### src/rtl/bf_addr_ctrl.sv
// bf_addr_ctrl
//   Address sequencer for an in-place, memory-based radix-2 DIF FFT of
//   N = 2**N_LOG2 points. Issues one butterfly per cycle (A/B read addresses
//   plus twiddle-ROM index), steps through all N_LOG2 stages with a LAT-cycle
//   drain between stages, and returns the write-back addresses LAT cycles
//   after issue.
//
//   Optional feature: define BF_ADDR_CTRL_HOLD_EN to add the 'hold' input,
//   which stalls issue in RUN (bubbles still flow down the write path).
//
// Ports
//   clk        in   rising-edge clock
//   reset_n    in   asynchronous active-low reset
//   start      in   begin an FFT (sampled only in IDLE)
//   hold       in   stall issue in RUN (only with BF_ADDR_CTRL_HOLD_EN)
//   busy       out  FFT in progress
//   done       out  one-cycle pulse after the last write-back
//   stage      out  current stage index
//   rd_en      out  read-issue strobe
//   rd_a_addr  out  A operand address
//   rd_b_addr  out  B operand address
//   tw_addr    out  twiddle ROM index
//   wr_en      out  rd_en delayed by LAT
//   wr_a_addr  out  rd_a_addr delayed by LAT
//   wr_b_addr  out  rd_b_addr delayed by LAT
module bf_addr_ctrl #(
    parameter int N_LOG2 = 4,
    parameter int LAT    = 3
) (
    input  logic              clk,
    input  logic              reset_n,
    input  logic              start,
`ifdef BF_ADDR_CTRL_HOLD_EN
    input  logic              hold,
`endif
    output logic              busy,
    output logic              done,
    output logic [N_LOG2-1:0] stage,
    output logic              rd_en,
    output logic [N_LOG2-1:0] rd_a_addr,
    output logic [N_LOG2-1:0] rd_b_addr,
    output logic [N_LOG2-2:0] tw_addr,
    output logic              wr_en,
    output logic [N_LOG2-1:0] wr_a_addr,
    output logic [N_LOG2-1:0] wr_b_addr
);

    localparam int CW = $clog2(LAT + 1);
    localparam logic [N_LOG2-2:0] K_LAST   = '1;
    localparam logic [N_LOG2-1:0] S_LAST   = N_LOG2'(N_LOG2 - 1);
    localparam logic [CW-1:0]     CNT_LAST = CW'(LAT - 1);

    typedef enum logic [1:0] {IDLE, RUN, DRAIN, FIN} state_t;

    state_t              state;
    logic [N_LOG2-2:0]   k;      // index of the most recently issued butterfly
    logic [CW-1:0]       cnt;
    logic                stall;

`ifdef BF_ADDR_CTRL_HOLD_EN
    always_comb stall = hold;
`else
    always_comb stall = 1'b0;
`endif

    // Returns {a, b, tw} for butterfly k of stage s.
    // span = N>>(s+1); a = grp*2*span + j; b = a + span; tw = j<<s mod N/2
    function automatic logic [3*N_LOG2-2:0] bf_addr(input logic [N_LOG2-1:0] s,
                                                    input logic [N_LOG2-2:0] kin);
        logic [N_LOG2-1:0] kk, span, j, a, b, tw;
        int unsigned       sh;
        sh   = (N_LOG2 - 1) - int'(s);
        kk   = {1'b0, kin};
        span = {{(N_LOG2-1){1'b0}}, 1'b1} << sh;
        j    = kk & (span - 1'b1);
        a    = ((kk >> sh) << (sh + 1)) | j;
        b    = a | span;                 // span bit of a is always clear
        tw   = j << s;
        return {a, b, tw[N_LOG2-2:0]};
    endfunction

    always_ff @(posedge clk or negedge reset_n) begin
        if (!reset_n) begin
            state     <= IDLE;
            k         <= '0;
            cnt       <= '0;
            busy      <= 1'b0;
            done      <= 1'b0;
            stage     <= '0;
            rd_en     <= 1'b0;
            rd_a_addr <= '0;
            rd_b_addr <= '0;
            tw_addr   <= '0;
        end else begin
            case (state)
                IDLE: begin
                    done <= 1'b0;
                    if (start) begin
                        state <= RUN;
                        busy  <= 1'b1;
                        stage <= '0;
                        k     <= '0;
                        rd_en <= 1'b1;
                        {rd_a_addr, rd_b_addr, tw_addr} <= bf_addr('0, '0);
                    end
                end
                RUN: begin
                    if (k == K_LAST) begin
                        state <= DRAIN;
                        cnt   <= '0;
                        rd_en <= 1'b0;
                        {rd_a_addr, rd_b_addr, tw_addr} <= '0;
                    end else if (stall) begin
                        rd_en <= 1'b0;
                        {rd_a_addr, rd_b_addr, tw_addr} <= '0;
                    end else begin
                        k     <= k + 1'b1;
                        rd_en <= 1'b1;
                        {rd_a_addr, rd_b_addr, tw_addr} <= bf_addr(stage, k + 1'b1);
                    end
                end
                DRAIN: begin
                    if (cnt != CNT_LAST) begin
                        cnt <= cnt + 1'b1;
                    end else if (stage != S_LAST) begin
                        state <= RUN;
                        stage <= stage + 1'b1;
                        k     <= '0;
                        rd_en <= 1'b1;
                        {rd_a_addr, rd_b_addr, tw_addr} <= bf_addr(stage + 1'b1, '0);
                    end else begin
                        state <= FIN;
                        busy  <= 1'b0;
                        done  <= 1'b1;
                        stage <= '0;
                    end
                end
                FIN: begin
                    done  <= 1'b0;
                    state <= IDLE;
                end
                default: state <= IDLE;
            endcase
        end
    end

    // Write path: free-running LAT-deep shift, never frozen.
    logic [LAT-1:0]    en_sr;
    logic [N_LOG2-1:0] a_sr [LAT];
    logic [N_LOG2-1:0] b_sr [LAT];

    always_ff @(posedge clk or negedge reset_n) begin
        if (!reset_n) begin
            en_sr <= '0;
            for (int unsigned i = 0; i < LAT; i++) begin
                a_sr[i] <= '0;
                b_sr[i] <= '0;
            end
        end else begin
            en_sr[0] <= rd_en;
            a_sr[0]  <= rd_a_addr;
            b_sr[0]  <= rd_b_addr;
            for (int unsigned i = 1; i < LAT; i++) begin
                en_sr[i] <= en_sr[i-1];
                a_sr[i]  <= a_sr[i-1];
                b_sr[i]  <= b_sr[i-1];
            end
        end
    end

    assign wr_en     = en_sr[LAT-1];
    assign wr_a_addr = a_sr[LAT-1];
    assign wr_b_addr = b_sr[LAT-1];

endmodule

### config.mk
export PLATFORM = sky130hd
export DESIGN_NAME = bf_addr_ctrl
export DESIGN_NICKNAME = d
export VERILOG_FILES = /design/src/rtl/bf_addr_ctrl.sv
export SDC_FILE = /design/constraint.sdc
export NUM_CORES = 1
export LEC_CHECK = 0
export BUFFER_PORTS_ARGS = -buffer_cell sky130_fd_sc_hd__clkbuf_2
export CAP_MARGIN = 20
export CORE_MARGIN = 2
export CORE_UTILIZATION = 60
export CTS_CLUSTER_SIZE = 16
export DETAILED_ROUTE_END_ITERATION = 16
export PLACE_DENSITY = 0.82
export REMOVE_ABC_BUFFERS = 1
export SETUP_SLACK_MARGIN = 0.05
export SLEW_MARGIN = 20
export SYNTH_ARGS = -nofsm -noshare
export SYNTH_HDL_FRONTEND = slang
export SYNTH_SLANG_ARGS = --single-unit
### constraint.sdc
create_clock -name clk -period 3.4 [get_ports clk]
set_clock_uncertainty 0.2 [all_clocks]
set_input_delay 0.51 -clock clk [delete_from_list [all_inputs] [get_ports clk]]
set_output_delay 0.51 -clock clk [all_outputs]
set_load 0.005 [all_outputs]
==> run_results.csv, run 1 <==
group,metric,value,unit
die,rows,23,
grt,grt_max_degree,34,
die,io_pins,30,
die,die_h,68.4,um
yosys,synth_edf_count,0,
die,fp.dieW,68.4,um
setup_path,worstSetupPathType,"register to register",
clocking,clk_latency,300,ps
sta,rsz0062_at_grt,"no",
detailed_routing,dr.first_iter.drc_count,150,
grt,grt-ovfl-total,0,
die,start_util,62.2,%
layout,layout_common_cells,"52 x dfrtp_1, 29 x clkbuf_2, 25 x nand2_1",
detailed_routing,drtAntennaViolNets,0,
setup_path,required,3390,ps
yosys,synthCells,234,
clocking,cts_root_buf,"clkbuf_8",
sta,post-route-period-util,76.3,%
clocking,cts_resized,0,
detailed_routing,drc,0,
sta,tns,0,ps
detailed_routing,via_per_inst,5.85,
worst_hold_path,worstHoldStart,"a_sr[5]$_DFF_PN0_",
yosys,yosysWarnings,0,
setup_path,r2r-start,"stage[3]$_DFFE_PN0P_",
grt,grt_pass1_wl,8300,um
setup_path,cp.arrival,2590,ps
grt,grt_usage,23.9,%
setup_path,worstPathMaxFanout,12,
layout,fin_nets,270,
placement,dpl.hpwl,3460,um
layout,synthToLayoutAreaGrowth,9.70,%
setup_path,startpoint,"stage[3]$_DFFE_PN0P_",
layout,final_common_cell,"dfrtp_1",
sta,hold_viol,0,
sta,drv_slew,0,
run_status,status,"complete, no violations",
clocking,cts_made_buffers,5,
sta,tightest_slew,521,ps
clocking,clk_pin_slew,90,ps
grt,first_global_vias,1755,
power_and_ir_drop,vdd_ir_drop_max,623,uV
power_and_ir_drop,p_leak,1.28,nW
sta,fmax,386,MHz
worst_hold_path,min_path_type,"register to register",
yosys,synth.avg_cell_area,10.6,um2
yosys,ys_seq_elements,52,
yosys,synth_area,0.00249,mm2
run,cap_viol_max_count,0,
detailed_routing,firstDrtPassIters,4,
setup_path,cp-start-kind,"register",
sta,finalSetupViolations,0,
die,dieArea,0.00468,mm2
yosys,yosysUniqueCellTypes,52,
detailed_routing,routedWlPerCell,16.1,um
detailed_routing,num_vias,1785,
setup_path,worstSetupEndpointType,"register",
die,core,0.00400,mm2
yosys,ys.flop_type,"dfrtp_1",
yosys,async_reset_ff_share,100,%
clocking,cts_tree,"built",
clocking,clock_sinks,52,
sta,slew_headroom,65.3,%
sta,fin_crit,2590,ps
sta,hold_ws,151,ps
detailed_routing,drt-total-wl,4910,um
yosys,ys_seq_area_share,52.3,%
layout,antenna_cells,0,
layout,drive_above_1_share,20.4,%
grt,antenna_found_initial,0,
clocking,ctsHtreeMaxLevel,2,
clocking,clockBufferDepth,2,
placement,place_congestion,0.889,
power_and_ir_drop,p_per_area,963,mW/mm2
placement,io_buffers,29,
## synthesized netlist by cell type (2+ instances only)
cell type | count | area share, %
a21o_1 | 2 | 0.60
a21oi_1 | 12 | 2.4
a22o_1 | 4 | 1.4
a22oi_1 | 3 | 0.90
a31oi_1 | 4 | 1.0
buf_2 | 6 | 1.2
buf_4 | 9 | 2.7
buf_6 | 2 | 0.90
clkbuf_1 | 2 | 0.30
dfrtp_1 | 52 | 52
ha_1 | 12 | 6.0
inv_1 | 8 | 1.2
nand2_1 | 25 | 3.8
nand2b_1 | 3 | 0.75
nand3_1 | 5 | 1.0
nand4_1 | 2 | 0.50
nand4_2 | 2 | 1.0
nand4b_1 | 2 | 0.70
nor2_1 | 12 | 1.8
nor2_2 | 2 | 0.50
nor2b_1 | 3 | 0.75
nor3_1 | 6 | 1.2
nor4b_1 | 3 | 1.1
o21ai_0 | 14 | 2.8
o21ai_1 | 10 | 2.0
xor2_1 | 3 | 1.1
## worst max-delay path, cell delays in order (launching register included)
cell and delay [ps]:
dfrtp_1 510, inv_1 160, ha_1 440, nand3_1 200
ha_1 300, nand2b_1 170, o21ai_0 140, o21ai_0 110
o41ai_2 240
## final timing paths
check,end,slack (ps),cells after the start
setup / recovery,tw_addr[2]$_DFFE_PN0P_,810,8
hold / removal,wr_a_addr[1]$_DFF_PN0_,150,0
min in group asynchronous,state[1]$_DFFE_PN0P_,490,2
max in group asynchronous,a_sr[8]$_DFF_PN0_,1730,3
hold reg to reg,wr_a_addr[1]$_DFF_PN0_,150,0
setup reg to reg,tw_addr[2]$_DFFE_PN0P_,810,8
## kinds of logic after synthesis
group / after synthesis / synth area share [%]
multiplexers: 2 / 0.855
AO/OA/AOI/OAI: 58 / 14.7
buffers and inverters: 27 / 6.33
AND/OR/NAND/NOR: 79 / 18.4
flip-flops: 52 / 52.3
adder cells (fa/ha/maj): 12 / 6.03
XOR/XNOR: 4 / 1.41
## power by group
group	switching [mW]	total, mW	internal (mW)
sequential	0.125	0.921	0.795
combinational	0.755	1.23	0.476
clock	0.188	0.477	0.289
## state kept, by name, indices dropped and copies added (netlist names), 4 cells and up
name / cells
b_sr: 8
wr_b_addr: 4
stage: 4
rd_b_addr: 4
wr_a_addr: 4
rd_a_addr: 4
a_sr: 8
## timing repair
item	4_1_cts	5_1_grt
setup buffers	0	0
endpoints found under the hold margin	19	0
hold buffers	1	0
## routing by layer
| layer | track usage [%] | up-vias | wire length [um] |
|---|---|---|---|
| met2 | 36.9 | 64 | 2420 |
| li1 | - | 858 | - |
| met4 | 11.3 | 0 | 108 |
| met3 | 4.61 | 12 | 275 |
| met5 | 0 | - | 0 |
| met1 | 32.4 | 851 | 2110 |
## through the flow
stage          worst slack (ps)  std cells  area [um2]  total power [mW]  utilization [%]
3_3_place_gp               1020        297        2590              2.12             64.8
4_1_cts                     864        305        2730              2.63             68.3
3_5_place_dp                913        297        2590              2.14             64.8
5_1_grt                     654        305        2730              2.83             68.3
6_report                    806        305        2730              2.63             68.3
2_1_floorplan              1140        215        2360              1.77                -
## layout make-up
cell class                 count  area [um2]
fill                         304        1270
sequential                    52        1300
clock buffer                   5        68.8
inverter                       8        30.0
timing repair buffer          33         178
clock inverter                 2        60.1
tap                           50        62.6
multi-input combinational    155        1030
No activity file was read; power rests on OpenSTA's default activity.
==> inputs of run 2 (changes only) <==
--- a/config.mk
+++ b/config.mk
@@ -5,13 +5,14 @@
 export SDC_FILE = /design/constraint.sdc
 export NUM_CORES = 1
 export LEC_CHECK = 0
+export ABC_AREA = 1
 export BUFFER_PORTS_ARGS = -buffer_cell sky130_fd_sc_hd__clkbuf_2
 export CAP_MARGIN = 20
 export CORE_MARGIN = 2
-export CORE_UTILIZATION = 60
+export CORE_UTILIZATION = 52
 export CTS_CLUSTER_SIZE = 16
 export DETAILED_ROUTE_END_ITERATION = 16
-export PLACE_DENSITY = 0.82
+export PLACE_DENSITY = 0.75
 export REMOVE_ABC_BUFFERS = 1
 export SETUP_SLACK_MARGIN = 0.05
 export SLEW_MARGIN = 20
==> constraint.sdc (replaced) <==
create_clock -name clk -period 2.35 [get_ports clk]
set_clock_uncertainty 0.2 [all_clocks]
set_input_delay 0.3525 -clock clk [delete_from_list [all_inputs] [get_ports clk]]
set_output_delay 0.3525 -clock clk [all_outputs]
set_load 0.005 [all_outputs]
==> run 2 against run 1 <==
Net effect:
- global-route usage down 5.1 points
- setup slack worse by 640 ps
- via count up 2.1%
- critical endpoint unchanged
- highest routed layer unchanged
==> run_results.csv, run 2 <==
group,metric,value,unit
run_status,status,"complete, no violations",
setup_path,crit_cells,12,
sta,fin_crit,2190,ps
placement,place_congestion,0.924,
sta,hold_viol,0,
layout,instances_no_fill,360,
yosys,yosysWarnings,0,
setup_path,required,2420,ps
clocking,clk_latency,320,ps
setup_path,worstSetupPathType,"register to register",
detailed_routing,drtAntennaViolNets,0,
yosys,ys_seq_area_share,52.5,%
setup_path,worstPathMaxFanout,4,
layout,fin_nets,320,
detailed_routing,via_per_inst,5.06,
setup_path,cp-start-kind,"register",
die,core,0.00466,mm2
grt,grt_pass1_wl,7730,um
sta,post-route-period-util,93.1,%
detailed_routing,num_vias,1823,
yosys,synth_top_area_share,52.5,%
yosys,ys_top_cells_by_count,"62 x nand2_1, 52 x dfrtp_1, 33 x inv_1, 19 x nand3_1, 16 x nor2_1",
setup_path,cp.arrival,2250,ps
setup_path,path_buf_inv,2,
die,io_pins,30,
grt,antenna_found_initial,0,
power_and_ir_drop,vdd_ir_drop_max,322,uV
detailed_routing,firstDrtPassIters,4,
yosys,yosysTopAreaCell,"dfrtp_1",
clocking,clk_pin_slew,100,ps
sta,tightest_slew,591,ps
run,cap_viol_max_count,0,
sta,tns,0,ps
power_and_ir_drop,p_leak,1.52,nW
sta,drv_slew,0,
yosys,ys_seq_elements,52,
sta,hold_ws,154,ps
yosys,yosys-top-cells-area,"dfrtp_1 52%, nand2_1 9.4%, ha_1 6.1%",
detailed_routing,drc,0,
clocking,clockBufferDepth,2,
detailed_routing,drt-total-wl,4510,um
yosys,synth_area,0.00248,mm2
layout,final_common_cell,"nand2_1",
placement,io_buffers,29,
sta,rsz0062_at_grt,"yes",
power_and_ir_drop,p_per_area,515,mW/mm2
grt,grt-ovfl-total,0,
worst_hold_path,min_path_type,"register to register",
layout,drive_above_1_share,25.5,%
placement,dp.cells,351,
clocking,cts_made_buffers,5,
detailed_routing,dr.first_iter.drc_count,99,
placement,place_area,0.00270,mm2
grt,first_global_vias,1698,
grt,grt_max_degree,32,
placement,dpl.hpwl,3450,um
setup_path,path_delay_family,"simple AND/OR/NAND/NOR gates",
detailed_routing,routedWlPerCell,12.5,um
die,die_h,73.0,um
setup_path,max_stage_delay,390,ps
yosys,synth.avg_cell_area,9.28,um2
yosys,async_reset_ff_share,100,%
yosys,synth_most_common_cell,"nand2_1",
yosys,ys.flop_type,"dfrtp_1",
setup_path,r2r_cells,12,
sta,finalSetupViolations,0,
clocking,clock_sinks,52,
die,start_util,53.2,%
clocking,ctsHtreeMaxLevel,2,
setup_path,worstSetupEndpointType,"register",
layout,layout_common_cells,"62 x nand2_1, 51 x dfrtp_1, 32 x inv_1",
yosys,synthCells,267,
die,dieArea,0.00533,mm2
clocking,cts_root_buf,"clkbuf_8",
setup_path,cp_cell_sequence,"inv_1 -> ha_4 -> nand2_2 -> nor2_2 -> inv_1 -> ha_1 -> or2_2 -> a21oi_1 -> o21ai_0 -> nand2_1 -> nand3_1 -> nand2_1",
grt,grt_usage,18.8,%
layout,finalInstanceArea,0.00283,mm2
layout,synthToLayoutAreaGrowth,14.0,%
die,fp.dieW,73.0,um
worst_hold_path,holdPathStages,0,
layout,largest_registers,"a_sr: 8 flops, b_sr: 8 flops",
sta,fmax,457,MHz
clocking,cts_tree,"built",
layout,antenna_cells,0,
yosys,synth_edf_count,0,
sta,slew_headroom,60.6,%
layout,fillers,406,
die,rows,25,
yosys,yosysUniqueCellTypes,30,
setup_path,slowest_stage,"dfrtp_1",
## run 2: cell count changes in the layout (fill, tap and decap cells not counted), moves of 5 or more
| cell | delta |
|---|---|
| nand2_2 | +6 |
| buf_4 | +10 |
| o21ai_1 | -7 |
| inv_1 | +24 |
| nand2_1 | +37 |
| nor3_1 | -6 |
| o21ai_0 | -5 |
| nand2_4 | +5 |
| nand3_1 | +14 |
## run 2: area by class of cell
class / instances / area [um2] / share of cell area [%]
clock buffer: 5 / 68.8 / 2.44
clock inverter: 3 / 27.5 / 0.974
inverter: 37 / 144 / 5.09
multi-input combinational: 165 / 942 / 33.3
sequential: 52 / 1300 / 46.1
tap: 54 / 67.6 / 2.39
timing repair buffer: 44 / 273 / 9.65
## run 2: path summary, 6_finish.rpt
kind	from	to	slack [ps]
setup / recovery	stage[3]$_DFFE_PN0P_	tw_addr[2]$_DFFE_PN0P_	160
hold / removal	a_sr[10]$_DFF_PN0_	a_sr[6]$_DFF_PN0_	150
setup reg to reg	stage[3]$_DFFE_PN0P_	tw_addr[2]$_DFFE_PN0P_	160
hold reg to reg	a_sr[10]$_DFF_PN0_	a_sr[6]$_DFF_PN0_	150
max in group asynchronous	reset_n	a_sr[6]$_DFF_PN0_	1040
min in group asynchronous	reset_n	rd_en$_DFFE_PN0P_	360
## run 2: power by group
group	switching (mW)	internal, mW	leakage [nW]	total [mW]
clock	0.318	0.219	0.0463	0.537
sequential	0	0.894	0.600	0.894
combinational	0.0175	0.00568	0.877	0.0231
total	0.335	1.12	1.52	1.45
## run 2: repair_timing
action / CTS / global route
endpoints found under the setup margin: 1 / 3
hold buffers: 1 / 0
endpoints found under the hold margin: 21 / 0
setup buffers: 0 / 0
resized for setup: 2 / 3
## run 2: cell families (layout without fill, tap and decap cells)
group,after synthesis,count (layout),synth area share (%)
and+or+nand+nor,118,118,22.7
DFF,52,52,52.5
buffers and inverters,50,89,10.1
AOI/OAI and AO/OA,33,33,7.93
adders and majority gates,12,12,6.06
xor gates and xnor gates,2,2,0.707
## run 2: metal layers
| layer | share of wire, % | wire length, um | vias to the layer above | GRT usage, % |
|---|---|---|---|---|
| met5 | 0 | 0 | - | 0 |
| met4 | 1.3 | 57 | 0 | 5.97 |
| met3 | 4.9 | 223 | 6 | 4.42 |
| met2 | 47 | 2140 | 56 | 29.4 |
| met1 | 46 | 2090 | 846 | 25.8 |
| li1 | - | - | 915 | - |
## run 2: metrics by stage
stage	total power, mW	util [%]	setup slack [ps]
after floorplan	0.912	-	-54.8
after global placement	0.935	58.0	139
after detailed placement	0.935	58.0	55.0
after CTS	1.47	60.4	73.2
after global routing	1.50	60.6	29.0
final	1.45	60.6	163
==> inputs of run 3 (changes only) <==
--- a/config.mk
+++ b/config.mk
@@ -6,13 +6,13 @@
 export NUM_CORES = 1
 export LEC_CHECK = 0
 export ABC_AREA = 1
-export BUFFER_PORTS_ARGS = -buffer_cell sky130_fd_sc_hd__clkbuf_2
 export CAP_MARGIN = 20
 export CORE_MARGIN = 2
-export CORE_UTILIZATION = 52
+export CORE_UTILIZATION = 56
 export CTS_CLUSTER_SIZE = 16
 export DETAILED_ROUTE_END_ITERATION = 16
-export PLACE_DENSITY = 0.75
+export DONT_BUFFER_PORTS = 1
+export PLACE_DENSITY = 0.81
 export REMOVE_ABC_BUFFERS = 1
 export SETUP_SLACK_MARGIN = 0.05
 export SLEW_MARGIN = 20
==> constraint.sdc (replaced) <==
create_clock -name clk -period 2.35 [get_ports clk]
set_clock_uncertainty 0.2 [all_clocks]
set_input_delay 0.235 -clock clk [delete_from_list [all_inputs] [get_ports clk]]
set_output_delay 0.235 -clock clk [all_outputs]
set_load 0.005 [all_outputs]
==> run 3 against run 2 <==
Net effect:
- flip-flop and latch count did not move
- critical path depth unchanged
- hold slack worse by 48 ps
- utilization up 1.6 points
- die area down 6.8%
- combinational power hardly changed
- count of clock-buffer cells in the layout is the same
- largest power group unchanged
==> run_results.csv, run 3 (synthesis results as in run 2) <==
group,metric,value,unit
detailed_routing,dr.first_iter.drc_count,90,
detailed_routing,drc,0,
clocking,cts_tree,"built",
layout,drive_above_1_share,17.1,%
clocking,ctsHtreeMaxLevel,2,
sta,tightest_slew,390,ps
setup_path,cp.arrival,2260,ps
die,io_pins,30,
clocking,clockBufferDepth,2,
layout,layout_common_cells,"62 x nand2_1, 51 x dfrtp_1, 32 x inv_1",
layout,fin_nets,289,
sta,finalSetupViolations,0,
grt,grt_max_degree,53,
placement,place_congestion,0.941,
grt,first_global_vias,1663,
sta,hold_viol,0,
die,dieArea,0.00497,mm2
placement,place_area,0.00252,mm2
setup_path,startpoint,"stage[3]$_DFFE_PN0P_",
die,fp.dieW,70.5,um
sta,rsz0062_at_grt,"yes",
detailed_routing,drt-total-wl,4560,um
clocking,cts_made_buffers,5,
setup_path,worstSetupPathType,"register to register",
power_and_ir_drop,p_int,1.12,mW
die,rows,24,
die,start_util,57.7,%
setup_path,critPathCapture,"tw_addr[2]$_DFFE_PN0P_",
setup_path,rr_endpoint,"tw_addr[2]$_DFFE_PN0P_",
setup_path,worstPathMaxFanout,4,
layout,finalInstanceArea,0.00267,mm2
detailed_routing,via_per_inst,5.25,
clocking,clock_sinks,52,
sta,drv_slew,0,
setup_path,r2r-start,"stage[3]$_DFFE_PN0P_",
layout,antenna_cells,0,
setup_path,required,2410,ps
power_and_ir_drop,clockPowerShare,36.8,%
worst_hold_path,min_path_type,"input port to register",
run,cap_viol_max_count,0,
run_status,status,"complete, no violations",
grt,antenna_found_initial,0,
power_and_ir_drop,p_seq_share,61.6,%
worst_hold_path,holdPathStages,6,
clocking,cts_setup_buffers,0,
setup_path,worstSetupEndpointType,"register",
clocking,clk_latency,310,ps
grt,grt_usage,20.0,%
power_and_ir_drop,vdd_ir_drop_max,264,uV
die,core,0.00429,mm2
power_and_ir_drop,combPwrFrac,1.6,%
clocking,cts_root_buf,"clkbuf_8",
detailed_routing,firstDrtPassIters,4,
power_and_ir_drop,p_leak,1.39,nW
sta,post-route-period-util,93.5,%
placement,place_ws,87.9,ps
sta,fmax,455,MHz
placement,dpl.hpwl,3290,um
detailed_routing,routedWlPerCell,13.9,um
layout,synthToLayoutAreaGrowth,7.72,%
sta,fin_crit,2200,ps
setup_path,rrSetupSlack,150,ps
clocking,clk_pin_slew,100,ps
detailed_routing,num_vias,1717,
grt,grt_pass1_wl,7880,um
setup_path,r2r_cells,12,
die,die_h,70.5,um
placement,io_buffers,0,
layout,final_common_cell,"nand2_1",
sta,fin_ws,153,ps
setup_path,cp-start-kind,"register",
power_and_ir_drop,netSwitchingPower,0.332,mW
grt,grt-ovfl-total,0,
power_and_ir_drop,p_per_area,543,mW/mm2
layout,largest_registers,"a_sr: 8 flops, b_sr: 8 flops",
power_and_ir_drop,p_sw_share,22.9,%
power_and_ir_drop,power,1.45,mW
sta,slew_headroom,73.9,%
detailed_routing,drtAntennaViolNets,0,
[run 3: how the worst min path moves through the flow]
stage          startpoint                   end  slack (ps)
2_1_floorplan     reset_n    a_sr[10]$_DFF_PN0_        -260
3_3_place_gp      reset_n    en_sr[2]$_DFF_PN0_        -260
3_5_place_dp      reset_n    en_sr[2]$_DFF_PN0_        -260
4_1_cts             start  state[0]$_DFFE_PN0P_         110
5_1_grt             start  state[0]$_DFFE_PN0P_         140
6_report            start  state[0]$_DFFE_PN0P_         110
[run 3: stage by stage]
stage	cells	util [%]	hold WS [ps]	setup TNS, ps
after floorplan	254	-	-261	-54.8
after global placement	317	58.7	-259	0
after detailed placement	317	58.7	-259	0
after CTS	327	61.9	111	0
after global routing	327	62.2	139	0
final	327	62.2	106	0
[run 3: timing repair]
item / 4_1_cts / 5_1_grt
hold buffers: 2 / 0
resized for setup: 1 / 4
hold endpoints to repair: 52 / 0
endpoints found under the setup margin: 1 / 6
[run 3: final cells by class]
cell class / instances / area, um2
Clock inverter: 3 / 27.5
Clock buffer: 5 / 68.8
Sequential cell: 52 / 1300
Tap cell: 52 / 65.1
Inverter: 37 / 144
Timing Repair Buffer: 13 / 120
Multi-Input combinational cell: 165 / 942
Fill cell: 383 / 1620
[run 3: worst max-delay path, stage by stage (launching register included)]
cell and delay, ps:
dfrtp_1 390, inv_1 120, ha_4 160, nand2_2 80
nor2_2 140, inv_1 80, ha_1 270, or2_2 320
a21oi_1 110, o21ai_0 90, nand2_1 60, nand3_1 60
nand2_1 60
[run 3: power by group through the flow]
stage | clock (mW) | sequential [mW] | combinational [mW]
after floorplan | 0 | 0.912 | 0.000322
after global placement | 0 | 0.912 | 0.000447
after detailed placement | 0 | 0.912 | 0.000458
after CTS | 0.546 | 0.894 | 0.0248
after global routing | 0.589 | 0.894 | 0.0275
final | 0.534 | 0.894 | 0.0233
[run 3: routing by layer]
metal,share of wire [%],wire (um),up-vias,track usage (%)
met5,0,0,-,0
met4,0.88,40,0,5.66
met3,5.9,269,4,5.56
met2,49,2230,54,32.7
met1,44,2020,808,26.4
li1,-,-,851,-
